$ cat src/rtl/cache_pkg.sv
// Shared cache geometry, refill FSM encoding and address-field helpers.
package cache_pkg;

  localparam int unsigned INDEX_W  = 3;
  localparam int unsigned WAYS     = 2;
  localparam int unsigned WORDS    = 4;
  localparam int unsigned OFFSET_W = 2;

  typedef enum logic [1:0] {
    ST_IDLE   = 2'd0,
    ST_WB     = 2'd1,
    ST_FILL   = 2'd2,
    ST_COMMIT = 2'd3
  } refill_state_t;

  // Bit position of the set index inside a byte address.
  function automatic int unsigned index_lsb(input int unsigned words);
    return OFFSET_W + $clog2(words);
  endfunction

  // Bit position of the tag inside a byte address.
  function automatic int unsigned tag_lsb(input int unsigned words);
    return index_lsb(words) + INDEX_W;
  endfunction

endpackage

$ cat src/rtl/refill_beat_counter.sv
// Word counter for refill beats: cleared while idle, advances on each accepted beat.
module refill_beat_counter #(
  parameter int unsigned WORDS = 4
) (
  input  logic                     clk,
  input  logic                     reset,
  input  logic                     i_clr,
  input  logic                     i_en,
  output logic [$clog2(WORDS)-1:0] o_count,
  output logic                     o_last
);

  localparam int unsigned CNT_W = $clog2(WORDS);

  logic [CNT_W-1:0] r_count;

  // Count accepted beats; wraps naturally after the last word of a line.
  always_ff @(posedge clk or negedge reset) begin
    if (!reset) begin
      r_count <= '0;
    end else if (i_clr) begin
      r_count <= '0;
    end else if (i_en) begin
      r_count <= r_count + CNT_W'(1);
    end
  end

  assign o_count = r_count;
  assign o_last  = (r_count == CNT_W'(WORDS - 1));

endmodule

$ cat src/rtl/cache_refill_ctrl.sv
// Miss-handling engine: optional dirty-victim write-back, line fill, tag commit.
module cache_refill_ctrl #(
  parameter int unsigned ADDR_W = 16,
  parameter int unsigned DATA_W = 32,
  parameter int unsigned WORDS  = cache_pkg::WORDS,
  parameter int unsigned TAG_W  = ADDR_W - cache_pkg::INDEX_W - $clog2(WORDS) - cache_pkg::OFFSET_W
) (
  input  logic                        clk,
  input  logic                        reset,
  input  logic                        miss_req,
  input  logic [ADDR_W-1:0]           miss_addr,
  input  logic                        victim_way,
  input  logic                        victim_valid,
  input  logic                        victim_dirty,
  input  logic [TAG_W-1:0]            victim_tag,
  input  logic [DATA_W-1:0]           arr_rdata,
  output logic                        arr_way,
  output logic [cache_pkg::INDEX_W-1:0] arr_index,
  output logic [$clog2(WORDS)-1:0]    arr_word,
  output logic                        arr_we,
  output logic [DATA_W-1:0]           arr_wdata,
  output logic                        tag_we,
  output logic [TAG_W-1:0]            tag_wdata,
  output logic                        mem_req,
  output logic                        mem_we,
  output logic [ADDR_W-1:0]           mem_addr,
  output logic [DATA_W-1:0]           mem_wdata,
  input  logic                        mem_ack,
  input  logic [DATA_W-1:0]           mem_rdata,
  output logic                        busy,
  output logic                        done,
  output logic                        policy_update
);

  import cache_pkg::*;

  localparam int unsigned CNT_W   = $clog2(WORDS);
  localparam int unsigned IDX_LSB = index_lsb(WORDS);
  localparam int unsigned TAG_LSB = tag_lsb(WORDS);

  refill_state_t        r_state, w_next;
  logic [TAG_W-1:0]     r_tag, r_vtag;
  logic [INDEX_W-1:0]   r_index;
  logic                 r_way;
  logic [CNT_W-1:0]     w_count;
  logic                 w_last, w_beat, w_accept;
  logic                 w_unused_addr_lo;

  // The refill always starts at word 0, so the word/byte offset of the miss is not needed.
  assign w_unused_addr_lo = ^miss_addr[IDX_LSB-1:0];

  assign w_accept = (r_state == ST_IDLE) && miss_req;
  assign w_beat   = mem_req && mem_ack;

  refill_beat_counter #(.WORDS(WORDS)) u_beat_cnt (
    .clk     (clk),
    .reset   (reset),
    .i_clr   (r_state == ST_IDLE),
    .i_en    (w_beat),
    .o_count (w_count),
    .o_last  (w_last)
  );

  // State register.
  always_ff @(posedge clk or negedge reset) begin
    if (!reset) r_state <= ST_IDLE;
    else        r_state <= w_next;
  end

  // Capture the miss context when a refill is accepted.
  always_ff @(posedge clk or negedge reset) begin
    if (!reset) begin
      r_tag   <= '0;
      r_vtag  <= '0;
      r_index <= '0;
      r_way   <= 1'b0;
    end else if (w_accept) begin
      r_tag   <= miss_addr[TAG_LSB +: TAG_W];
      r_index <= miss_addr[IDX_LSB +: INDEX_W];
      r_way   <= victim_way;
      r_vtag  <= victim_tag;
    end
  end

  // Next-state: write-back only for a valid dirty victim; each phase ends on its last beat.
  always_comb begin
    w_next = r_state;
    unique case (r_state)
      ST_IDLE:   if (miss_req) w_next = (victim_valid && victim_dirty) ? ST_WB : ST_FILL;
      ST_WB:     if (w_beat && w_last) w_next = ST_FILL;
      ST_FILL:   if (w_beat && w_last) w_next = ST_COMMIT;
      ST_COMMIT: w_next = ST_IDLE;
      default:   w_next = ST_IDLE;
    endcase
  end

  // Output decode; array address always reflects the registered line and beat counter.
  always_comb begin
    arr_way       = r_way;
    arr_index     = r_index;
    arr_word      = w_count;
    arr_we        = 1'b0;
    arr_wdata     = '0;
    tag_we        = 1'b0;
    tag_wdata     = '0;
    mem_req       = 1'b0;
    mem_we        = 1'b0;
    mem_addr      = '0;
    mem_wdata     = '0;
    busy          = (r_state != ST_IDLE);
    done          = 1'b0;
    policy_update = 1'b0;
    unique case (r_state)
      ST_WB: begin
        mem_req   = 1'b1;
        mem_we    = 1'b1;
        mem_addr  = {r_vtag, r_index, w_count, {OFFSET_W{1'b0}}};
        mem_wdata = arr_rdata;
      end
      ST_FILL: begin
        mem_req   = 1'b1;
        mem_addr  = {r_tag, r_index, w_count, {OFFSET_W{1'b0}}};
        arr_we    = mem_ack;
        arr_wdata = mem_rdata;
      end
      ST_COMMIT: begin
        tag_we        = 1'b1;
        tag_wdata     = r_tag;
        done          = 1'b1;
        policy_update = 1'b1;
      end
      default: ;
    endcase
  end

endmodule
$ cat config.mk
export PLATFORM = sky130hd
export DESIGN_NAME = cache_refill_ctrl
export DESIGN_NICKNAME = d
export VERILOG_FILES = /design/src/rtl/cache_pkg.sv /design/src/rtl/refill_beat_counter.sv /design/src/rtl/cache_refill_ctrl.sv
export SDC_FILE = /design/constraint.sdc
export NUM_CORES = 1
export LEC_CHECK = 0
export CORE_UTILIZATION = 29
export DETAILED_ROUTE_END_ITERATION = 12
export PLACE_DENSITY = 0.87
export SYNTH_ARGS = -nofsm -noshare
export SYNTH_HDL_FRONTEND = slang
export SYNTH_SLANG_ARGS = --single-unit
$ cat constraint.sdc
create_clock -name clk -period 1.8 [get_ports clk]
set_input_delay 0.36 -clock clk [delete_from_list [all_inputs] [get_ports clk]]
set_output_delay 0.36 -clock clk [all_outputs]
set_load 0.02 [all_outputs]
## Word level (Yosys, flattened, before mapping)

Index checks and enable logic that the tools add are counted.

| cells by class | value |
|---|---|
| muxes and demuxes | 15 |
| reductions and logical operators | 9 |
| equality and inequality tests | 7 |
| add/sub/neg operators | 1 |

Operator list:

| operator | count |
|---|---|
| 32-bit 2-to-1 mux | 2 |
| 16-bit case mux with 2 select lines | 1 |
| 2-bit 2-to-1 mux | 6 |
| 9-bit 2-to-1 mux | 1 |
| 2-bit case mux with 4 select lines | 1 |
| 2-bit equality test, second input constant | 3 |
| 2-bit != test, second input constant | 3 |
| 1-bit logical AND | 4 |
| 1-bit 2-to-1 mux | 4 |
| 2-bit nonzero test | 2 |
| 3-bit AND reduction | 1 |
| 2-bit by 1-bit adder with 2-bit output, second input constant | 1 |
| 2-bit by 1-bit equality test with 1-bit output, second input constant | 1 |
| 2-bit logical NOT | 1 |
| 2-bit OR reduction | 1 |

| word-level totals | value |
|---|---|
| register bits | 26 |
| input port bits | 96 |
| output and inout bits | 102 |
| word-level logic and storage cells | 38 |

## Logic depth before layout (Yosys ltp)

| depth | value |
|---|---|
| word-level depth | 7 |
| gate-level depth with buffers | 6 |
| depth with buffers taken out | 5 |

## Modules after synthesis

From an unflattened synthesis, not the netlist that was laid out.

| unflattened totals | value |
|---|---|
| cells, all modules | 187 |
| area, all modules | 1,833.0 µm² |

Modules (own cells, without submodules):

| module | seq. area each (µm²) | area an instance (µm²) | cells each | times used |
|---|---|---|---|---|
| cache_refill_ctrl | 600.6 | 1,744.2 | 180 | 1 |
| refill_beat_counter | 50.0 | 88.8 | 7 | 1 |

## Least setup slack after synthesis

OpenSTA, ideal clock, no wires.

| timing | value |
|---|---|
| path type | register to output |
| from | reg r_state[1] |
| to | out mem_addr[10] |
| data arrival time | 1.482 ns |
| path slack | -0.042 ns |
| stages on the path, launching flop included | 6 |
| path buffers | 1 |
| required time | 1.440 ns |
| cell sequence | dfrtp_1 inv_1 ha_1 buf_2 a22oi_1 nor2b_1 |

| on the way | value |
|---|---|
| longest elaborated chain between the ends | 2 |
| elaborated cells on any way between the ends | 3 |
| classes of those cells | eq/ne (2); mux (1) |

Ends and longest elaborated chain:

| element | RTL line | source |
|---|---|---|
| from (decl) | cache_refill_ctrl.sv:41 | `refill_state_t r_state, w_next;` |
| from (signal assigned) | cache_refill_ctrl.sv:67 | `else r_state <= w_next;` |
| 2-bit equality test / 2-bit by 1-bit equality test with 1-bit output (equally long branches) | cache_refill_ctrl.sv:113 | `unique case (r_state)` |
| 16-bit case mux with 2 select lines (*) | cache_refill_ctrl.sv:113 |  |
| to (decl) | cache_refill_ctrl.sv:26 | `output logic [ADDR_W-1:0] mem_addr,` |

Every way passes the cells marked *; elsewhere a longest branch is shown, timed or not.

## Worst setup path in the final report

| timing | value |
|---|---|
| from | reg r_state[1] |
| to | out mem_addr[6] |

Same word-level chain as after synthesis.

==> out/results.txt <==
The critical path starts at r_state[1]. The die covers 6904 um2. Clock-pin slew was measured on the worst setup and hold paths at 100 ps. sky130_fd_sc_hd__dfrtp_1 takes more of the synthesized area than any other cell.

The total global routing track utilization came out at 0.2148. During placement, the flow inserted port buffers numbering 191. The tools report the instance area at placement as 4020 um2. The slack of the critical path was -186.6 ps; the horizontal die dimension was 83.09 um. Number of global-route vias before repair: 2285. The global-route wire length before repair is 11960 um. The area growth from synthesis to layout is 148.6%. For the clock skew, the log shows 10.95 ps. Dividing the detail-routed via count by the number of cells gives 4.595. The run gives 0.3003 as the initial core utilization. The flow ran to the end, but the final reports show violations.

Entering global routing, the biggest net connects 27 pins. Once detail routing completed, the nets flagged for antenna violations numbered 0. The checks that failed: negative setup slack. The net count of the finished layout is 509. In this run the critical register-to-register path is launched from r_state[1].

In the final routed layout, each cell accounts on average for 15.99 um. For this block, the initial DRC count from the detailed router was 56. At the worst endpoint, the arrival time is 1630 ps. The number of H-tree levels came out at 1. The synthesized design contains 0 enable-type register cells. Detailed placement ended at an HPWL of 5365 um. The dominant cell type by count on the critical path was sky130_fd_sc_hd__buf_6. The tools report the cell at the root of the clock tree as sky130_fd_sc_hd__clkbuf_8. VDD sags by at most 1.060 mV.

Counting every sink on the clock net gives 26. Once layout is done, the placed cells without fillers occupy 4740 um2. For this run, the leading register cell type out of synthesis is sky130_fd_sc_hd__dfrtp_1.

The count of pins on the block boundary was 198; the areal power density over the cells was 1682 nW/um2. The mean instance size in the synthesized netlist was 9.829 um2; the total via count in the routed design was 2224. Counting distinct cell types in the post-synthesis netlist gives 26.

The number of cells on the worst reg-to-reg path is 6. The area fraction of the dominant cell type after synthesis works out to 0.3412. The endpoint identified for the worst register-to-register timing path is r_state[1]. In this run the vertical extent of the chip is 83.09 um.

Cell with the largest stage delay on the worst path: sky130_fd_sc_hd__dfrtp_1. The core region is 6350 um2. Setup violations remaining at the end of the flow were counted as 92.

The number of synthesized register bits is 26, and the number of buffers created by CTS is 3. The nature of the critical path startpoint is a flop. The total overflow left after global routing is 0. Total power for the finished layout comes to 7972 uW.

The async set-or-reset flop fraction in the synthesized netlist works out to 1.000. Counting every instance in the synthesized netlist gives 194. Walking the worst path, the cells encountered are inv_2 > ha_4 > buf_6 > nor2_4 > nor2b_4 > and2_4 > buf_6. For the number of hold-slack violations in the final timing report, the log shows 0. The required arrival time at the worst endpoint was 1440 ps; the final worst-path cycle share was 1.104. For the post-synthesis sequential area ratio, the log shows 0.3412.

The setup check on the worst reg-to-reg path leaves a slack of 170 ps. In this run the worst hold path is classified as primary input to async pin. Routability-driven placement finished with a final weighted congestion of 0.8575. Derived from the worst setup path, the maximum achievable clock frequency is 503.4 MHz. Clock latency on the worst-skew pair, taken at its later pin, is 280 ps. For the number of remaining DRC errors, the log shows 0. The first TritonRoute pass finished after 6 iterations. On the worst path, the slowest cell contributes a delay of 430 ps.

Max-cap violations in this run came to 0. The time the final worst path needs with I/O delays and setup was 1987 ps. The mapped netlist covers 1907 um2.

The highest fanout seen on the critical path works out to 5. For the standby leakage power, the log shows 0.002215 uW. TritonCTS built the clock tree. For the pre-CTS setup slack, the log shows -392.1 ps.

The capturing element type of the critical path is an output pin. The number of antenna violations at the first check in global routing is 0, and the setup TNS is -8894 ps. Counting tap cells, the placed design contains a total of 463 instances.

The tools report the maximum buffer depth of the clock tree as 2. The ratio of cells with drive above 1 in the final layout was 0.6241. The number of buffers added to fix hold violations after cts was 0. Yosys attributes the largest share of cell area to sky130_fd_sc_hd__dfrtp_1 (34%), sky130_fd_sc_hd__and2_1 (26%), sky130_fd_sc_hd__mux2_4 (16%). The number of standard-cell rows in the floorplan was 29. The logs give 0 for the synthesis warning total and 0 for the number of pins exceeding their max-slew limit in the final report. The critical path is of the flop to output pin type. Setup repair after global routing could not meet its margin everywhere.

The run gives 0 as the antenna diode count. The end point of the critical path is mem_addr[6]. The count of cells in the finished layout, fillers not included, comes to 484. The tools report the routed wire length as 7741 um.
cells in the mapped netlist (3+ instances only):
| library cell | count |
|---|---|
| sky130_fd_sc_hd__and2_1 | 79 |
| sky130_fd_sc_hd__dfrtp_1 | 26 |
| sky130_fd_sc_hd__mux2_4 | 20 |
| sky130_fd_sc_hd__nor2b_1 | 10 |
| sky130_fd_sc_hd__a22oi_1 | 9 |
| sky130_fd_sc_hd__clkbuf_1 | 7 |
| sky130_fd_sc_hd__buf_4 | 5 |
| sky130_fd_sc_hd__ha_1 | 5 |
| sky130_fd_sc_hd__nand2_1 | 5 |
| sky130_fd_sc_hd__buf_2 | 4 |
| sky130_fd_sc_hd__nand3_1 | 4 |
| sky130_fd_sc_hd__inv_1 | 3 |
state kept, by name, summed over array words and instances, names as in the netlist:
signal / count
r_vtag: 9
r_tag: 9
arr_way: 1
u_beat_cnt.o_count: 2
arr_index: 3
r_state: 2
per-layer routing:
layer | GRT usage | part of all wire
met5 | 0 | 0
met4 | 0.02821 | 0.0044
met3 | 0.03877 | 0.065
met2 | 0.4151 | 0.54
met1 | 0.2497 | 0.39
layout by cell type, fill, tap and decap left out, types with 2 or more instances in the layout:
| master | instances |
|---|---|
| sky130_fd_sc_hd__buf_16 | 3 |
| sky130_fd_sc_hd__buf_6 | 91 |
| sky130_fd_sc_hd__conb_1 | 2 |
| sky130_fd_sc_hd__clkdlybuf4s50_1 | 97 |
| sky130_fd_sc_hd__mux2_4 | 20 |
| sky130_fd_sc_hd__inv_2 | 2 |
| sky130_fd_sc_hd__dfrtp_1 | 26 |
| sky130_fd_sc_hd__nand3_1 | 4 |
| sky130_fd_sc_hd__nor2b_2 | 9 |
| sky130_fd_sc_hd__o32a_1 | 2 |
| sky130_fd_sc_hd__and2_4 | 73 |
| sky130_fd_sc_hd__a22oi_2 | 9 |
| sky130_fd_sc_hd__clkbuf_8 | 3 |
| sky130_fd_sc_hd__mux2_2 | 2 |
| sky130_fd_sc_hd__buf_4 | 17 |
| sky130_fd_sc_hd__clkbuf_16 | 2 |
| sky130_fd_sc_hd__ha_4 | 4 |
| sky130_fd_sc_hd__nand2_1 | 5 |
| sky130_fd_sc_hd__buf_2 | 5 |
| sky130_fd_sc_hd__buf_8 | 4 |
| sky130_fd_sc_hd__and2_1 | 6 |
| sky130_fd_sc_hd__buf_12 | 5 |
metrics by stage:
step,utilization,hold WS [ps]
2_1_floorplan,-,64.41
3_3_place_gp,0.6331,489.6
3_5_place_dp,0.6331,499.5
4_1_cts,0.7082,465.1
5_1_grt,0.7464,474.6
6_report,0.7464,443.6
worst min path at each step:
stage / start / slack (ps) / endpoint / depth (start not counted)
2_1_floorplan: reset / 60 / arr_index[0] / 0
3_3_place_gp: r_vtag[8] / 490 / r_vtag[8] / 1
3_5_place_dp: r_vtag[2] / 500 / r_vtag[2] / 1
4_1_cts: reset / 470 / r_tag[0] / 2
5_1_grt: reset / 470 / r_tag[0] / 2
6_report: reset / 440 / r_tag[0] / 2
where the power goes:
part | leakage [uW] | switching (uW) | internal [uW]
clock | 0.0000357 | 196 | 298
combinational | 0.00187 | 2650 | 3670
sequential | 0.000311 | 283 | 877
layout make-up:
class | count | area (um2)
Tap cell | 77 | 96.34
Inverter | 3 | 11.26
Sequential cell | 26 | 650.6
Fill cell | 421 | 1610
Clock buffer | 3 | 41.29
Timing Repair Buffer | 226 | 2455
Clock inverter | 1 | 30.03
Multi-Input combinational cell | 148 | 1455
cell families (layout without fill, tap and decap cells):
family                     Yosys count  count (layout)  synth area share
and+or+nand+nor                    103             103            0.3287
DFF                                 26              26            0.3412
muxes                               22              22            0.1693
buffers and inverters               21             233           0.06168
AOI/OAI and AO/OA                   15              15           0.05971
adders and majority gates            5               5           0.03281
other                                1               2          0.001967
xor gates and xnor gates             1               1          0.004594
repair_timing:
action,in CTS,in global routing
pin swaps,13,12
setup buffers,8,4
endpoints found under the hold margin,0,0
gates resized for setup,602,53
gates cloned,3,2
setup endpoints to repair,94,93
critical path: cells and delay by family (launching register included):
| family | cells | cell delay [ps] |
|---|---|---|
| buf+inv | 3 | 350 |
| fa+ha+maj | 1 | 180 |
| flops | 1 | 430 |
| simple gates | 3 | 380 |
No activity file was read; power rests on OpenSTA's default activity.
